File: src/rtl/psychic5_rom_arbiter.sv
// Purpose: shares one external ROM/SDRAM read port among tile, sprite, main-CPU and sound-CPU requesters.
// Latency: request sampled in IDLE, read strobe next cycle, ACK one cycle after i_MEM_RDY (>= 3 cycles per access).
// Backpressure: requesters hold i_REQ/address until their ACK; BUSY waits on i_MEM_RDY, aborting after TMO cycles.
// Build option: define PSYCHIC5_ARB_RR_EN for rotating priority; default is strict priority (bit0 highest).
module psychic5_rom_arbiter #(
  parameter int AW  = 22,
  parameter int DW  = 16,
  parameter int TMO = 255
) (
  input  logic            i_EMU_MCLK,
  input  logic            i_EMU_MRST_n,
  input  logic [3:0]      i_REQ,
  input  logic [4*AW-1:0] i_ADDR,
  output logic [3:0]      o_ACK,
  output logic [DW-1:0]   o_DATA,
  output logic            o_ERR,
  output logic            o_MEM_RD,
  output logic [AW-1:0]   o_MEM_ADDR,
  input  logic            i_MEM_RDY,
  input  logic [DW-1:0]   i_MEM_DATA
);

  typedef enum logic [1:0] {
    IDLE = 2'd0,
    BUSY = 2'd1,
    DONE = 2'd2
  } state_t;

  state_t     state;
  state_t     state_nxt;
  logic [1:0] grant;
  logic [1:0] win;
  logic [7:0] cnt;
  logic       tmo_hit;

`ifdef PSYCHIC5_ARB_RR_EN
  logic [1:0] ptr;
  logic [3:0] rot;
  logic [1:0] ofs;

  // Rotating priority: rotate requests so the pointer position is bit0, pick the lowest set bit, rotate back.
  always_comb begin
    case (ptr)
      2'd0:    rot = i_REQ;
      2'd1:    rot = {i_REQ[0], i_REQ[3:1]};
      2'd2:    rot = {i_REQ[1:0], i_REQ[3:2]};
      default: rot = {i_REQ[2:0], i_REQ[3]};
    endcase
    ofs = 2'd0;
    for (int i = 3; i >= 0; i--) begin
      if (rot[i]) ofs = 2'(i);
    end
    win = ptr + ofs;
  end

  // Pointer moves to the requester after the one being acknowledged, as DONE is entered.
  always_ff @(posedge i_EMU_MCLK or negedge i_EMU_MRST_n) begin
    if (!i_EMU_MRST_n) begin
      ptr <= 2'd0;
    end else if (state == BUSY && state_nxt == DONE) begin
      ptr <= grant + 2'd1;
    end
  end
`else
  // Strict priority: lowest-numbered active request wins, so video fetches always go first.
  always_comb begin
    win = 2'd0;
    for (int i = 3; i >= 0; i--) begin
      if (i_REQ[i]) win = 2'(i);
    end
  end
`endif

  // The wait that would bring the counter to TMO is the last one allowed.
  assign tmo_hit = (({1'b0, cnt} + 9'd1) == 9'(TMO));

  // State register.
  always_ff @(posedge i_EMU_MCLK or negedge i_EMU_MRST_n) begin
    if (!i_EMU_MRST_n) begin
      state <= IDLE;
    end else begin
      state <= state_nxt;
    end
  end

  // Next-state logic; a memory response wins over a simultaneous timeout.
  always_comb begin
    state_nxt = state;
    case (state)
      IDLE:    if (|i_REQ) state_nxt = BUSY;
      BUSY:    if (i_MEM_RDY || tmo_hit) state_nxt = DONE;
      DONE:    state_nxt = IDLE;
      default: state_nxt = IDLE;
    endcase
  end

  // Registered outputs and access context: grant/address latch, wait counter, data capture, ACK/ERR pulses.
  always_ff @(posedge i_EMU_MCLK or negedge i_EMU_MRST_n) begin
    if (!i_EMU_MRST_n) begin
      grant      <= 2'd0;
      cnt        <= 8'd0;
      o_ACK      <= 4'd0;
      o_DATA     <= '0;
      o_ERR      <= 1'b0;
      o_MEM_RD   <= 1'b0;
      o_MEM_ADDR <= '0;
    end else begin
      o_MEM_RD <= (state_nxt == BUSY);
      o_ACK    <= 4'd0;
      o_ERR    <= 1'b0;
      case (state)
        IDLE: begin
          if (|i_REQ) begin
            grant      <= win;
            o_MEM_ADDR <= i_ADDR[int'(win)*AW +: AW];
            cnt        <= 8'd0;
          end
        end
        BUSY: begin
          if (i_MEM_RDY) begin
            o_DATA <= i_MEM_DATA;
            o_ACK  <= 4'd1 << grant;
          end else if (tmo_hit) begin
            o_DATA <= '1;
            o_ERR  <= 1'b1;
            o_ACK  <= 4'd1 << grant;
          end else begin
            cnt <= cnt + 8'd1;
          end
        end
        default: ;
      endcase
    end
  end

endmodule
File: config.mk
export PLATFORM = sky130hd
export DESIGN_NAME = psychic5_rom_arbiter
export DESIGN_NICKNAME = d
export VERILOG_FILES = /design/src/rtl/psychic5_rom_arbiter.sv
export SDC_FILE = /design/constraint.sdc
export NUM_CORES = 1
export LEC_CHECK = 0
export BUFFER_PORTS_ARGS = -buffer_cell sky130_fd_sc_hd__buf_4
export CAP_MARGIN = 20
export CORE_UTILIZATION = 49
export CTS_CLUSTER_DIAMETER = 100
export DETAILED_ROUTE_END_ITERATION = 6
export PLACE_DENSITY_LB_ADDON = 0.25
export SYNTH_ARGS = -nofsm -noshare
export SYNTH_HDL_FRONTEND = slang
export SYNTH_SLANG_ARGS = --single-unit
File: constraint.sdc
create_clock -name i_EMU_MCLK -period 5.3 [get_ports i_EMU_MCLK]
set_clock_uncertainty 0.05 [all_clocks]
set_input_delay 0.265 -clock i_EMU_MCLK [delete_from_list [all_inputs] [get_ports i_EMU_MCLK]]
set_output_delay 0.265 -clock i_EMU_MCLK [all_outputs]
set_load 0.01 [all_outputs]
==> results_dict.tcl, run 1 <==
set metrics [dict create \
    io_pins 155 \
    cts_max_level 2 \
    switching_power_w 0.000706 \
    wl_met2_um 4550 \
    yosysTopAreaCellShare 0.463 \
    yosysWarnings 0 \
    coreArea_um2 5960 \
    drt_first_pass_iters 5 \
    synth-edff-count 0 \
    ys_types 43 \
    dp_hpwl_um 6180 \
    cts_resized 0 \
    p_seq_frac 0.385 \
    finalNetCount 502 \
    diodes 0 \
    crit_start "cnt[3]$_DFFE_PN0P_" \
    antenna_found_initial 0 \
    post_cts_buffers 0 \
    final.setup.tns_ns 0 \
    syn-num-nets 354 \
    syn_area_um2 3030 \
    port_buffers 154 \
    worstSetupPathType "reg -> reg" \
    rrSetupSlack_ns 3.07 \
    setup_viol 0 \
    max_freq_mhz 449 \
    start_util 0.508 \
    seqCellArea_um2 1400 \
    utilization 0.730 \
    grt_overflow_total 0 \
    path_depth 5 \
    ant_nets 0 \
    multi_input_area_um2 1540 \
    max-cap-violations 0 \
    drive_gt1_frac 0.597 \
    critPathBufInv 0 \
    swShare 0.360 \
    worstRegToRegCells 5 \
    grt_use_total 0.261 \
    crit_end "cnt[1]$_DFFE_PN0P_" \
    final_cell_mix "buf_4 (157), dfrtp_1 (56), mux2_2 (24)" \
    die_x_um 80.6 \
    die_height_um 80.6 \
    slew_headroom 0.376 \
    fin_crit_ns 2.23 \
    nFillCells 433 \
    vias 2635 \
    layout_commonest_cell "buf_4" \
    drc 0 \
    num_rows 28 \
    cts_root_buf "clkbuf_8" \
    p_comb_frac 0.472 \
    synth.area.top_cells "dfrtp_1 (46%), mux4_2 (16%), mux2_2 (8.9%)" \
    grt_max_degree 57 \
    drt_iter0_markers 128 \
    clock_path_buffers 2 \
    viasPerCell 5.67 \
    r2r_start "cnt[3]$_DFFE_PN0P_" \
    tightest_slew_ns 0.933 \
    tritoncts "yes" \
    maxUsedRoutingLayer "met4" \
    synthArstFlopShare 1.00 \
    die-area_um2 6490 \
    synth-seq-area-share 0.463 \
    wl_met1_um 2920 \
    routedWlPerCell_um 17.5 \
    outcome "completed" \
    syn2layout_area_growth_pct 43.7 \
    power_density_nw_per_um2 451 \
    synth_area_per_cell_um2 12.6 \
    syn_inst 241 \
    grt_pass1_wl_um 12700 \
    slowest_stage "or4_4" \
    routed_wl_um 8140 \
    crit_arrival_ns 2.41 \
    r2r-end "cnt[1]$_DFFE_PN0P_" \
    start_kind "flop" \
    critical_path.top_delay_family "simple AND/OR/NAND/NOR gates" \
    ir_drop_mv 0.266 \
    gp_congestion 0.834 \
    grt_pass1_vias 2748 \
    worstSkewPairLatency_ns 0.31 \
    min_path_type "in -> reg" \
    cts_buffers 5 \
    hold_viol 0 \
    slew_viol_final 0 \
    internal-power_w 0.00126 \
    yosysTopAreaCell "dfrtp_1" \
    crit_path_end_kind "flop" \
    hold_ws_ns 0.170 \
    ys_ff_latch 56 \
    grt_setup_unrepaired "false" \
    ys.flop_type "dfrtp_1" \
    required_ns 5.48 \
    cp_slowest_stage_delay_ns 0.56 \
    cts.clk_slew.worst_paths_ns 0.10 \
    p_leak_nw 2.01 \
    met3WireLength_um 536 \
    path_max_fanout 9 \
    clock_sinks 56 \
    p_clk_frac 0.143 \
    min_period_over_period 0.420 \
    crit_chain "nand3_2, or4_4, a211oi_4, a21o_2, mux2i_1" \
]
## metrics by stage
stage	instance area [um2]	cells	total power, W	setup WS, ns
2_1_floorplan	3030	241	0.00126	3.33
3_3_place_gp	4230	456	0.00165	3.02
3_5_place_dp	4230	456	0.00169	2.92
4_1_cts	4350	465	0.00197	3.07
5_1_grt	4350	465	0.00208	2.92
6_report	4350	465	0.00196	3.07
## worst min-delay path by stage
stage	cells past startpoint	start	endpoint
after floorplan	0	i_EMU_MRST_n	cnt[0]$_DFFE_PN0P_
after global placement	1	i_EMU_MRST_n	o_DATA[4]$_DFFE_PN0P_
after detailed placement	1	i_EMU_MRST_n	o_DATA[4]$_DFFE_PN0P_
after CTS	3	i_MEM_DATA[12]	o_DATA[12]$_DFFE_PN0P_
after global routing	3	i_MEM_DATA[9]	o_DATA[9]$_DFFE_PN0P_
final	3	i_MEM_DATA[12]	o_DATA[12]$_DFFE_PN0P_
## per-layer routing
layer	GRT usage	up-vias
met5	0	-
met4	0.0768	0
met3	0.0670	12
met2	0.488	104
met1	0.287	1304
li1	-	1215
## power by group through the flow
| stage | Combinational, W | Clock (W) | Sequential, W |
|---|---|---|---|
| floorplan | 0.000451 | 0 | 0.000808 |
| finish | 0.000927 | 0.000280 | 0.000755 |
| global placement | 0.000901 | 0 | 0.000751 |
| global route | 0.000992 | 0.000308 | 0.000776 |
| detailed placement | 0.000927 | 0 | 0.000760 |
| CTS | 0.000933 | 0.000288 | 0.000752 |
## synth_stat cells, drive strengths merged, types with 2 or more instances
cell and number:
a211oi 3, a21oi 21, a31oi 2, and2 2, and3 5, buf 8, clkbuf 9, dfrtp 56
ha 2, inv 3, mux2 24, mux4 22, nand2 10, nand2b 2, nand3 5, nor2 24
nor2b 3, nor4b 2, o21ai 3, o22ai 16, o31ai 4, o41ai 2
## logic make-up after synthesis
family                     Yosys count  synth area share
buffers and inverters               20            0.0310
AOI/OAI and AO/OA                   58             0.137
adders and majority gates            2           0.00827
and+or+nand+nor                     58             0.105
muxes                               47             0.256
DFF                                 56             0.463
## tightest hold or removal path, stage by stage
cell and delay, ns:
buf_4 0.08, o22ai_1 0.06, a21oi_2 0.09
## cell type report
class | count | area share
inverters | 3 | 0.00259
multi-input cells | 165 | 0.355
well taps | 75 | 0.0216
repair buffers | 158 | 0.273
clock buffers | 5 | 0.0158
flip-flops and latches | 56 | 0.322
clock inverters | 3 | 0.00978
## state kept, by name (all words and copies together) (netlist names)
signal / flops
cnt: 8
grant: 2
o_ACK: 4
o_DATA: 16
o_ERR: 1
o_MEM_ADDR: 22
o_MEM_RD: 1
state: 2
## what timing repair did
action / in CTS / in global routing
endpoints found under the setup margin: 0 / 0
hold endpoints to repair: 56 / 0
hold buffers: 1 / 0
Note: power is estimated with default switching activity, not from simulation.
==> inputs of run 2 (changes only) <==
Settings changed: CORE_UTILIZATION 49 to 41.
Clock period 5.3 ns to 1.9 ns, I/O delays scaled along.
==> results_dict.tcl, run 2 (synthesized netlist as in run 1, its figures left out) <==
set metrics [dict create \
    port_buffers 154 \
    required_ns 2.07 \
    worstHoldEndpoint "o_DATA[4]$_DFFE_PN0P_" \
    max-cap-violations 0 \
    slew_viol_final 0 \
    drt_first_pass_iters 4 \
    hold_viol 0 \
    min_from "i_MEM_DATA[4]" \
    die-area_um2 7730 \
    maxUsedRoutingLayer "met4" \
    drt_iter0_markers 141 \
    crit_path_end_kind "flop" \
    final_cell_mix "buf_4 (176), dfrtp_1 (54), mux2_2 (24)" \
    placed_cell_area_um2 4400 \
    path_max_fanout 5 \
    cts.clk_slew.worst_paths_ns 0.09 \
    drive_gt1_frac 0.635 \
    syn2layout_area_growth_pct 54.4 \
    finalNetCount 532 \
    met3WireLength_um 476 \
    cts_buffers 5 \
    fin_crit_ns 1.89 \
    p_clk_frac 0.115 \
    die_height_um 87.9 \
    worstSetupPathType "reg -> reg" \
    r2r-end "o_ACK[2]$_DFF_PN0_" \
    power_density_nw_per_um2 1180 \
    p_leak_nw 2.14 \
    crit_arrival_ns 2.06 \
    fin_area_um2 4670 \
    grt_pass1_vias 2767 \
    gp_congestion 0.801 \
    min_period_over_period 0.993 \
    coreArea_um2 6940 \
    slew_headroom 0.523 \
    start_kind "flop" \
    wl_met1_um 3260 \
    grt_max_degree 57 \
    num_rows 30 \
    diodes 0 \
    max_freq_mhz 530 \
    antenna_found_initial 0 \
    top_regs "o_MEM_ADDR: 22 flops, o_DATA: 16 flops, cnt: 8 flops" \
    viasPerCell 5.30 \
    crit_start "cnt[0]$_DFFE_PN0P_" \
    min_path_type "in -> reg" \
    switching_power_w 0.00201 \
    setup_viol 0 \
    final.setup.tns_ns 0 \
    p_seq_frac 0.378 \
    grt_use_total 0.225 \
    vias 2732 \
    swShare 0.364 \
    wl_met2_um 4440 \
    p_comb_frac 0.507 \
    routed_wl_um 8230 \
    layout_commonest_cell "buf_4" \
    cts_max_level 2 \
    r2r_start "cnt[0]$_DFFE_PN0P_" \
    ir_drop_mv 0.473 \
    grt_pass1_wl_um 13300 \
    start_util 0.436 \
    top_register "o_MEM_ADDR" \
    routedWlPerCell_um 16.0 \
    internal-power_w 0.00351 \
    ant_nets 0 \
    tightest_slew_ns 0.716 \
    io_pins 155 \
    cts_root_buf "clkbuf_8" \
    dp_hpwl_um 6230 \
    grt_overflow_total 0 \
    grt_setup_unrepaired "true" \
    outcome "completed" \
    worstRegToRegCells 5 \
    rrSetupSlack_ns 0.01 \
    clock_path_buffers 2 \
    nFillCells 535 \
    tritoncts "yes" \
    drc 0 \
    clock_sinks 56 \
    largest_reg_flops 22 \
    worstSkewPairLatency_ns 0.31 \
    whs_path_depth 3 \
    die_x_um 87.9 \
]
-- run 2: cell count changes in the layout (fill, tap and decap cells not counted) --
| cell | before | now |
|---|---|---|
| a21o_2 | 1 | 0 |
| a21o_4 | 0 | 1 |
| a21oi_1 | 11 | 4 |
| a21oi_2 | 10 | 17 |
| buf_12 | 0 | 1 |
| buf_4 | 157 | 176 |
| buf_6 | 0 | 2 |
| bufinv_16 | 1 | 0 |
| dfrtp_1 | 56 | 54 |
| dfrtp_2 | 0 | 2 |
| dlygate4sd3_1 | 1 | 7 |
| nand2_8 | 0 | 2 |
| nor2_1 | 23 | 22 |
| nor2_4 | 1 | 2 |
-- run 2: final cells by class --
cell class	count	area (um2)	area share
multi-input cells	167	1620	0.347
repair buffers	186	1430	0.307
flip-flops and latches	56	1400	0.300
well taps	96	120	0.0257
clock buffers	5	68.8	0.0147
clock inverters	2	12.5	0.00268
inverters	3	11.3	0.00241
-- run 2: worst max path at each step --
stage,end,slack (ns),depth (start not counted)
final,o_ACK[2]$_DFF_PN0_,0.01,5
after global routing,o_ACK[1]$_DFF_PN0_,-0.08,5
after CTS,o_ACK[2]$_DFF_PN0_,-0.02,5
after detailed placement,o_DATA[1]$_DFFE_PN0P_,-0.09,6
after global placement,o_DATA[4]$_DFFE_PN0P_,-0.02,6
after floorplan,cnt[1]$_DFFE_PN0P_,0.02,5
-- run 2: timing repair --
action | CTS | global route
pin swaps | 5 | 4
endpoints found under the hold margin | 61 | 1
gates resized for setup | 11 | 4
setup buffers | 3 | 2
endpoints found under the setup margin | 19 | 26
hold buffers | 6 | 1
cloned | 2 | 0
-- run 2: worst max-delay path, stage by stage (launching register included) --
cell and delay, ns:
dfrtp_2 0.43, nand2_4 0.06, or4_4 0.53, a211oi_4 0.33, a21oi_2 0.15, nor4b_2 0.25
-- run 2: metal layers --
layer  vias to the layer above  GRT usage
met5                         -          0
met4                         0     0.0477
met3                         6     0.0405
met2                       110      0.405
met1                      1332      0.284
li1                       1284          -
-- run 2: per-stage QoR --
step | total power, W | cells | utilization | setup slack (ns) | hold WS [ns]
after detailed placement | 0.00483 | 494 | 0.633 | -0.0882 | 0.146
after global placement | 0.00476 | 494 | 0.633 | -0.0175 | 0.136
after floorplan | 0.00351 | 241 | - | 0.0191 | -0.251
final | 0.00552 | 515 | 0.673 | 0.0125 | 0.00462
after CTS | 0.00554 | 512 | 0.667 | -0.0239 | 0.000164
after global routing | 0.00588 | 515 | 0.673 | -0.0766 | 0.00133
-- run 2: power by group through the flow --
stage | Sequential [W] | Clock [W] | Combinational, W
4_1_cts | 0.00208 | 0.000646 | 0.00281
3_5_place_dp | 0.00210 | 0 | 0.00273
5_1_grt | 0.00215 | 0.000697 | 0.00303
3_3_place_gp | 0.00208 | 0 | 0.00267
6_report | 0.00209 | 0.000634 | 0.00280
2_1_floorplan | 0.00225 | 0 | 0.00126
